===== src/rtl/alu_arbiter_pkg.sv =====
// Shared constants for the ALU arbiter slice: ALU opcodes, default widths and FSM state encoding.
package alu_arbiter_pkg;

  localparam int unsigned ALU_DATA_WIDTH = 8;
  localparam int unsigned ALU_OPC_WIDTH  = 4;

  localparam logic [3:0] ALU_OP_ADD    = 4'h0;
  localparam logic [3:0] ALU_OP_SUB    = 4'h1;
  localparam logic [3:0] ALU_OP_MUL    = 4'h2;
  localparam logic [3:0] ALU_OP_AND    = 4'h3;
  localparam logic [3:0] ALU_OP_OR     = 4'h4;
  localparam logic [3:0] ALU_OP_XOR    = 4'h5;
  localparam logic [3:0] ALU_OP_NOT    = 4'h6;
  localparam logic [3:0] ALU_OP_SHL    = 4'h7;
  localparam logic [3:0] ALU_OP_SHR    = 4'h8;
  localparam logic [3:0] ALU_OP_INC    = 4'h9;
  localparam logic [3:0] ALU_OP_DEC    = 4'hA;
  localparam logic [3:0] ALU_OP_NAND   = 4'hB;
  localparam logic [3:0] ALU_OP_XNOR   = 4'hC;
  localparam logic [3:0] ALU_OP_PASS_A = 4'hF;

  typedef enum logic [1:0] {
    ST_IDLE = 2'd0,
    ST_EXEC = 2'd1,
    ST_DONE = 2'd2
  } arb_state_e;

endpackage


===== src/rtl/alu_arb_grant.sv =====
// Combinational two-way winner selection; on a tie the requester named by prio_i wins.
module alu_arb_grant (
  input  logic [1:0] valid_i,
  input  logic       prio_i,
  output logic [1:0] grant_o,
  output logic       idx_o
);

  always_comb begin
    grant_o = '0;
    idx_o   = 1'b0;
    unique case (valid_i)
      2'b01: begin
        grant_o = 2'b01;
        idx_o   = 1'b0;
      end
      2'b10: begin
        grant_o = 2'b10;
        idx_o   = 1'b1;
      end
      2'b11: begin
        grant_o = prio_i ? 2'b10 : 2'b01;
        idx_o   = prio_i;
      end
      default: begin
        grant_o = '0;
        idx_o   = 1'b0;
      end
    endcase
  end

endmodule


===== src/rtl/alu_arbiter.sv =====
// Two-requester sequencer for the shared registered ALU (IDLE -> EXEC -> DONE).
// Define ALU_ARB_ROUND_ROBIN_EN for round-robin tie breaking; otherwise requester 0 has fixed priority.
module alu_arbiter
  import alu_arbiter_pkg::*;
#(
  parameter int unsigned DATA_WIDTH = ALU_DATA_WIDTH,
  parameter int unsigned OPC_WIDTH  = ALU_OPC_WIDTH
) (
  input  logic                  CLK,
  input  logic                  RESET,
  input  logic [1:0]            REQ_VALID,
  output logic [1:0]            REQ_READY,
  input  logic [OPC_WIDTH-1:0]  REQ0_OPCODE,
  input  logic [OPC_WIDTH-1:0]  REQ1_OPCODE,
  input  logic [DATA_WIDTH-1:0] REQ0_A,
  input  logic [DATA_WIDTH-1:0] REQ1_A,
  input  logic [DATA_WIDTH-1:0] REQ0_B,
  input  logic [DATA_WIDTH-1:0] REQ1_B,
  output logic [1:0]            RESP_VALID,
  input  logic [1:0]            RESP_READY,
  output logic [DATA_WIDTH-1:0] RESP_DATA,
  output logic [OPC_WIDTH-1:0]  ALU_OPCODE,
  output logic [DATA_WIDTH-1:0] ALU_IN_A,
  output logic [DATA_WIDTH-1:0] ALU_IN_B,
  input  logic [DATA_WIDTH-1:0] ALU_RESULT,
  output logic                  BUSY,
  output logic                  GRANT_ID
);

  arb_state_e            state_q, state_d;
  logic [OPC_WIDTH-1:0]  opc_q, opc_d;
  logic [DATA_WIDTH-1:0] a_q, a_d;
  logic [DATA_WIDTH-1:0] b_q, b_d;
  logic                  gid_q, gid_d;
  logic [1:0]            win_oh;
  logic                  win_idx;
  logic                  prio;
  logic                  accept;

`ifdef ALU_ARB_ROUND_ROBIN_EN
  logic ptr_q, ptr_d;

  // Pointer names the requester favoured on the next tie: the one not granted last.
  assign ptr_d = accept ? ~win_idx : ptr_q;
  assign prio  = ptr_q;

  always_ff @(posedge CLK) begin
    if (RESET) ptr_q <= 1'b0;
    else       ptr_q <= ptr_d;
  end
`else
  assign prio = 1'b0;
`endif

  alu_arb_grant u_grant (
    .valid_i (REQ_VALID),
    .prio_i  (prio),
    .grant_o (win_oh),
    .idx_o   (win_idx)
  );

  assign accept = (state_q == ST_IDLE) && (|REQ_VALID);

  always_comb begin
    state_d = state_q;
    opc_d   = opc_q;
    a_d     = a_q;
    b_d     = b_q;
    gid_d   = gid_q;
    unique case (state_q)
      ST_IDLE: begin
        if (accept) begin
          state_d = ST_EXEC;
          gid_d   = win_idx;
          opc_d   = win_idx ? REQ1_OPCODE : REQ0_OPCODE;
          a_d     = win_idx ? REQ1_A : REQ0_A;
          b_d     = win_idx ? REQ1_B : REQ0_B;
        end
      end
      ST_EXEC: state_d = ST_DONE;
      ST_DONE: begin
        if (RESP_READY[gid_q]) state_d = ST_IDLE;
      end
      default: state_d = ST_IDLE;
    endcase
  end

  always_ff @(posedge CLK) begin
    if (RESET) begin
      state_q <= ST_IDLE;
      opc_q   <= OPC_WIDTH'(ALU_OP_PASS_A);
      a_q     <= '0;
      b_q     <= '0;
      gid_q   <= 1'b0;
    end else begin
      state_q <= state_d;
      opc_q   <= opc_d;
      a_q     <= a_d;
      b_q     <= b_d;
      gid_q   <= gid_d;
    end
  end

  assign REQ_READY  = (state_q == ST_IDLE) ? win_oh : '0;
  assign RESP_VALID = (state_q == ST_DONE) ? (gid_q ? 2'b10 : 2'b01) : '0;
  assign RESP_DATA  = (state_q == ST_DONE) ? ALU_RESULT : '0;
  assign ALU_OPCODE = opc_q;
  assign ALU_IN_A   = a_q;
  assign ALU_IN_B   = b_q;
  assign BUSY       = (state_q != ST_IDLE);
  assign GRANT_ID   = gid_q;

endmodule


===== config.mk =====
export PLATFORM = sky130hd
export DESIGN_NAME = alu_arbiter
export DESIGN_NICKNAME = d
export VERILOG_FILES = /design/src/rtl/alu_arbiter_pkg.sv /design/src/rtl/alu_arb_grant.sv /design/src/rtl/alu_arbiter.sv
export SDC_FILE = /design/constraint.sdc
export NUM_CORES = 1
export LEC_CHECK = 0
export BUFFER_PORTS_ARGS = -buffer_cell sky130_fd_sc_hd__buf_4
export CAP_MARGIN = 20
export CORE_MARGIN = 4
export CORE_UTILIZATION = 25
export DETAILED_ROUTE_END_ITERATION = 6
export SYNTH_ARGS = -nofsm -noshare
export SYNTH_HDL_FRONTEND = slang
export SYNTH_SLANG_ARGS = --single-unit

===== constraint.sdc =====
create_clock -name CLK -period 4.4 [get_ports CLK]
set_input_delay 1.32 -clock CLK [delete_from_list [all_inputs] [get_ports CLK]]
set_output_delay 1.32 -clock CLK [all_outputs]
set_load 0.02 [all_outputs]

==> metrics <==
Std-Cell Rows=24; maximum vdd drop=0.000131 V; Skew-Pair Late Insertion Delay=0.26 ns; Net Count, Synth=197; Longest Clk Path Bufs=2; DRT iter0 DRCs=54; Fin Setup TNS=0 ns; Slew Viols, Final=0; Crit Path Category=primary input to primary output; HP Class=flop to flop; vias in the first global route=1289; Port Buffers=87; CP Capture Type=primary output; Setup violations, final=0; CTS buffer count=3; Final nets=277; FF-to-FF Start=state_q[0]; Die Height=76.9 um; PwrDens=315 nW/um2; Syn Inst Count=143; fin area=1880 um2; worst reg2reg setup slack=2.29 ns; worst relative slew slack=40.8%; commonest non-fill, non-tap cell in the layout=buf_4; largest net degree at the start of global routing=24; CP required=3.08 ns; Core Box Area=4470 um2; register area share after synthesis=38.8%; Root Driver=clkbuf_8; Yosys cell types=21; Tightest Pin Transition=0.887 ns; synth-to-layout area growth=58.4%; CTS tree=done; minimum clock period=3.22 ns; first-pass GRT wire length=6.07 mm; Cell Area, Placed=1840 um2; Hold Slack=0.513 ns; DRT Pass-1 Iters=4; Initial Util=26.5%; DIE AREA=5920 um2; commonest cells after routing, fill and taps aside=88 x buf_4, 41 x nand2_1, 23 x dfxtp_1; total inserted antenna cells=0; Post-Route WL=3.72 mm; initial antenna violation count=0; DP HPWL=2.67 mm; synthesized area per cell=8.30 um2; RSZ-0062 raised after global routing=false; Via-to-Cell Ratio=4.66; Post-CTS Setup Repair Bufs=0; Arrival @ worst endpoint=1.90 ns; die width=76.9 um; Final Cycle Share=73.3%; worst setup path startpoint=REQ_VALID[0]; status=complete, no violations; clk sinks=23; final number of hold-violating endpoints=0; max frequency=310 MHz; number of synthesized register bits=23; total number of vias=1276; # hold bufs at CTS=0; All-Layer GR Usage=12.3%; layout cells sized above 1=46.8%; synthesized area=1190 um2; CP Max Fanout=4; critical path endpoint=REQ_READY[1]; cells on worst reg2reg path=4; Startpoint Class=primary input; Reg clk slew, reported paths=0.08 ns; CTS H-tree lvls=1; routability cong.=0.680; Critical R2R Capture=ALU_OPCODE[1]; I/O pins=88; Synth warnings=0; Wirelength per Cell=13.6 um; Max Cap Viol=0; Final ANT Viol Nets=0; GR Overflow Total=0; Lkg Pwr=0.873 nW; DRC=0; post-cts resize count=0; Post-Route Skew=0.000708 ns
[state kept, by name, summed over array words and instances (netlist names)]
name        flops
ALU_IN_A        8
GRANT_ID        1
ALU_IN_B        8
ALU_OPCODE      4
state_q         2
[synth_stat cells]
master / n / area, um2
buf_6: 2 / 22.5
a311oi_1: 6 / 52.6
mux2i_1: 1 / 10.0
a311oi_2: 10 / 150
buf_12: 1 / 20.0
nor2b_1: 4 / 25.0
clkbuf_1: 7 / 26.3
dfxtp_1: 23 / 460
and2_4: 1 / 8.76
nand2_1: 41 / 154
inv_1: 1 / 3.75
buf_1: 1 / 3.75
or2_1: 1 / 6.26
a32oi_1: 4 / 35.0
nor3_1: 1 / 5.00
buf_2: 2 / 10.0
a21oi_1: 18 / 90.1
nor3b_1: 1 / 7.51
or2b_1: 1 / 7.51
and2_1: 10 / 62.6
nor2_1: 7 / 26.3
[cells by family (layout without fill, tap and decap cells)]
family | after synthesis | count (layout) | synth area share [%]
and+or+nand+nor | 67 | 67 | 25.5
AOI/OAI and AO/OA | 38 | 38 | 27.6
DFF | 23 | 23 | 38.8
buffers and inverters | 14 | 93 | 7.27
muxes | 1 | 1 | 0.843
[per-stage QoR]
stage	util (%)	instances	power, mW	worst slack [ns]
global placement	41.0	270	0.466	1.18
finish	42.0	274	0.592	1.18
CTS	42.0	274	0.603	1.17
global route	42.0	274	0.634	1.10
detailed placement	41.0	270	0.467	1.17
floorplan	-	143	0.377	1.03
[worst min path at each step]
stage	cells past startpoint	to	start	slack (ns)
2_1_floorplan	3	state_q[1]	state_q[1]	0.53
5_1_grt	2	ALU_OPCODE[3]	ALU_OPCODE[3]	0.56
6_report	2	ALU_OPCODE[0]	ALU_OPCODE[0]	0.51
3_3_place_gp	2	ALU_OPCODE[3]	ALU_OPCODE[3]	0.49
4_1_cts	2	ALU_OPCODE[3]	ALU_OPCODE[3]	0.52
3_5_place_dp	2	ALU_OPCODE[3]	ALU_OPCODE[3]	0.50
[metal layers]
layer  up-vias  share of wire (%)  track usage, %
li1        662                  -               -
met3         2                8.9            3.16
met1       562                 44            14.2
met2        50                 47            22.0
met4         0               0.73            3.80
met5         -                  0               0
[report_power, final]
| part | switching, mW | internal, mW | total [mW] |
|---|---|---|---|
| combinational | 0.113 | 0.100 | 0.213 |
| clock | 0.0677 | 0.0646 | 0.132 |
| sequential | 0.0134 | 0.233 | 0.246 |
[final cells by class]
type	count	area (um2)
Fill cell	463	2590
Timing Repair Buffer	88	661
Multi-Input combinational cell	106	646
Sequential cell	23	460
Tap cell	52	65.1
Clock buffer	4	45.0
Inverter	1	3.75
[critical path, stage by stage]
cell,delay [ns]
buf_4,0.12
or2b_1,0.23
nor2_1,0.09
buf_4,0.15
(Power assumes the default switching activity.)
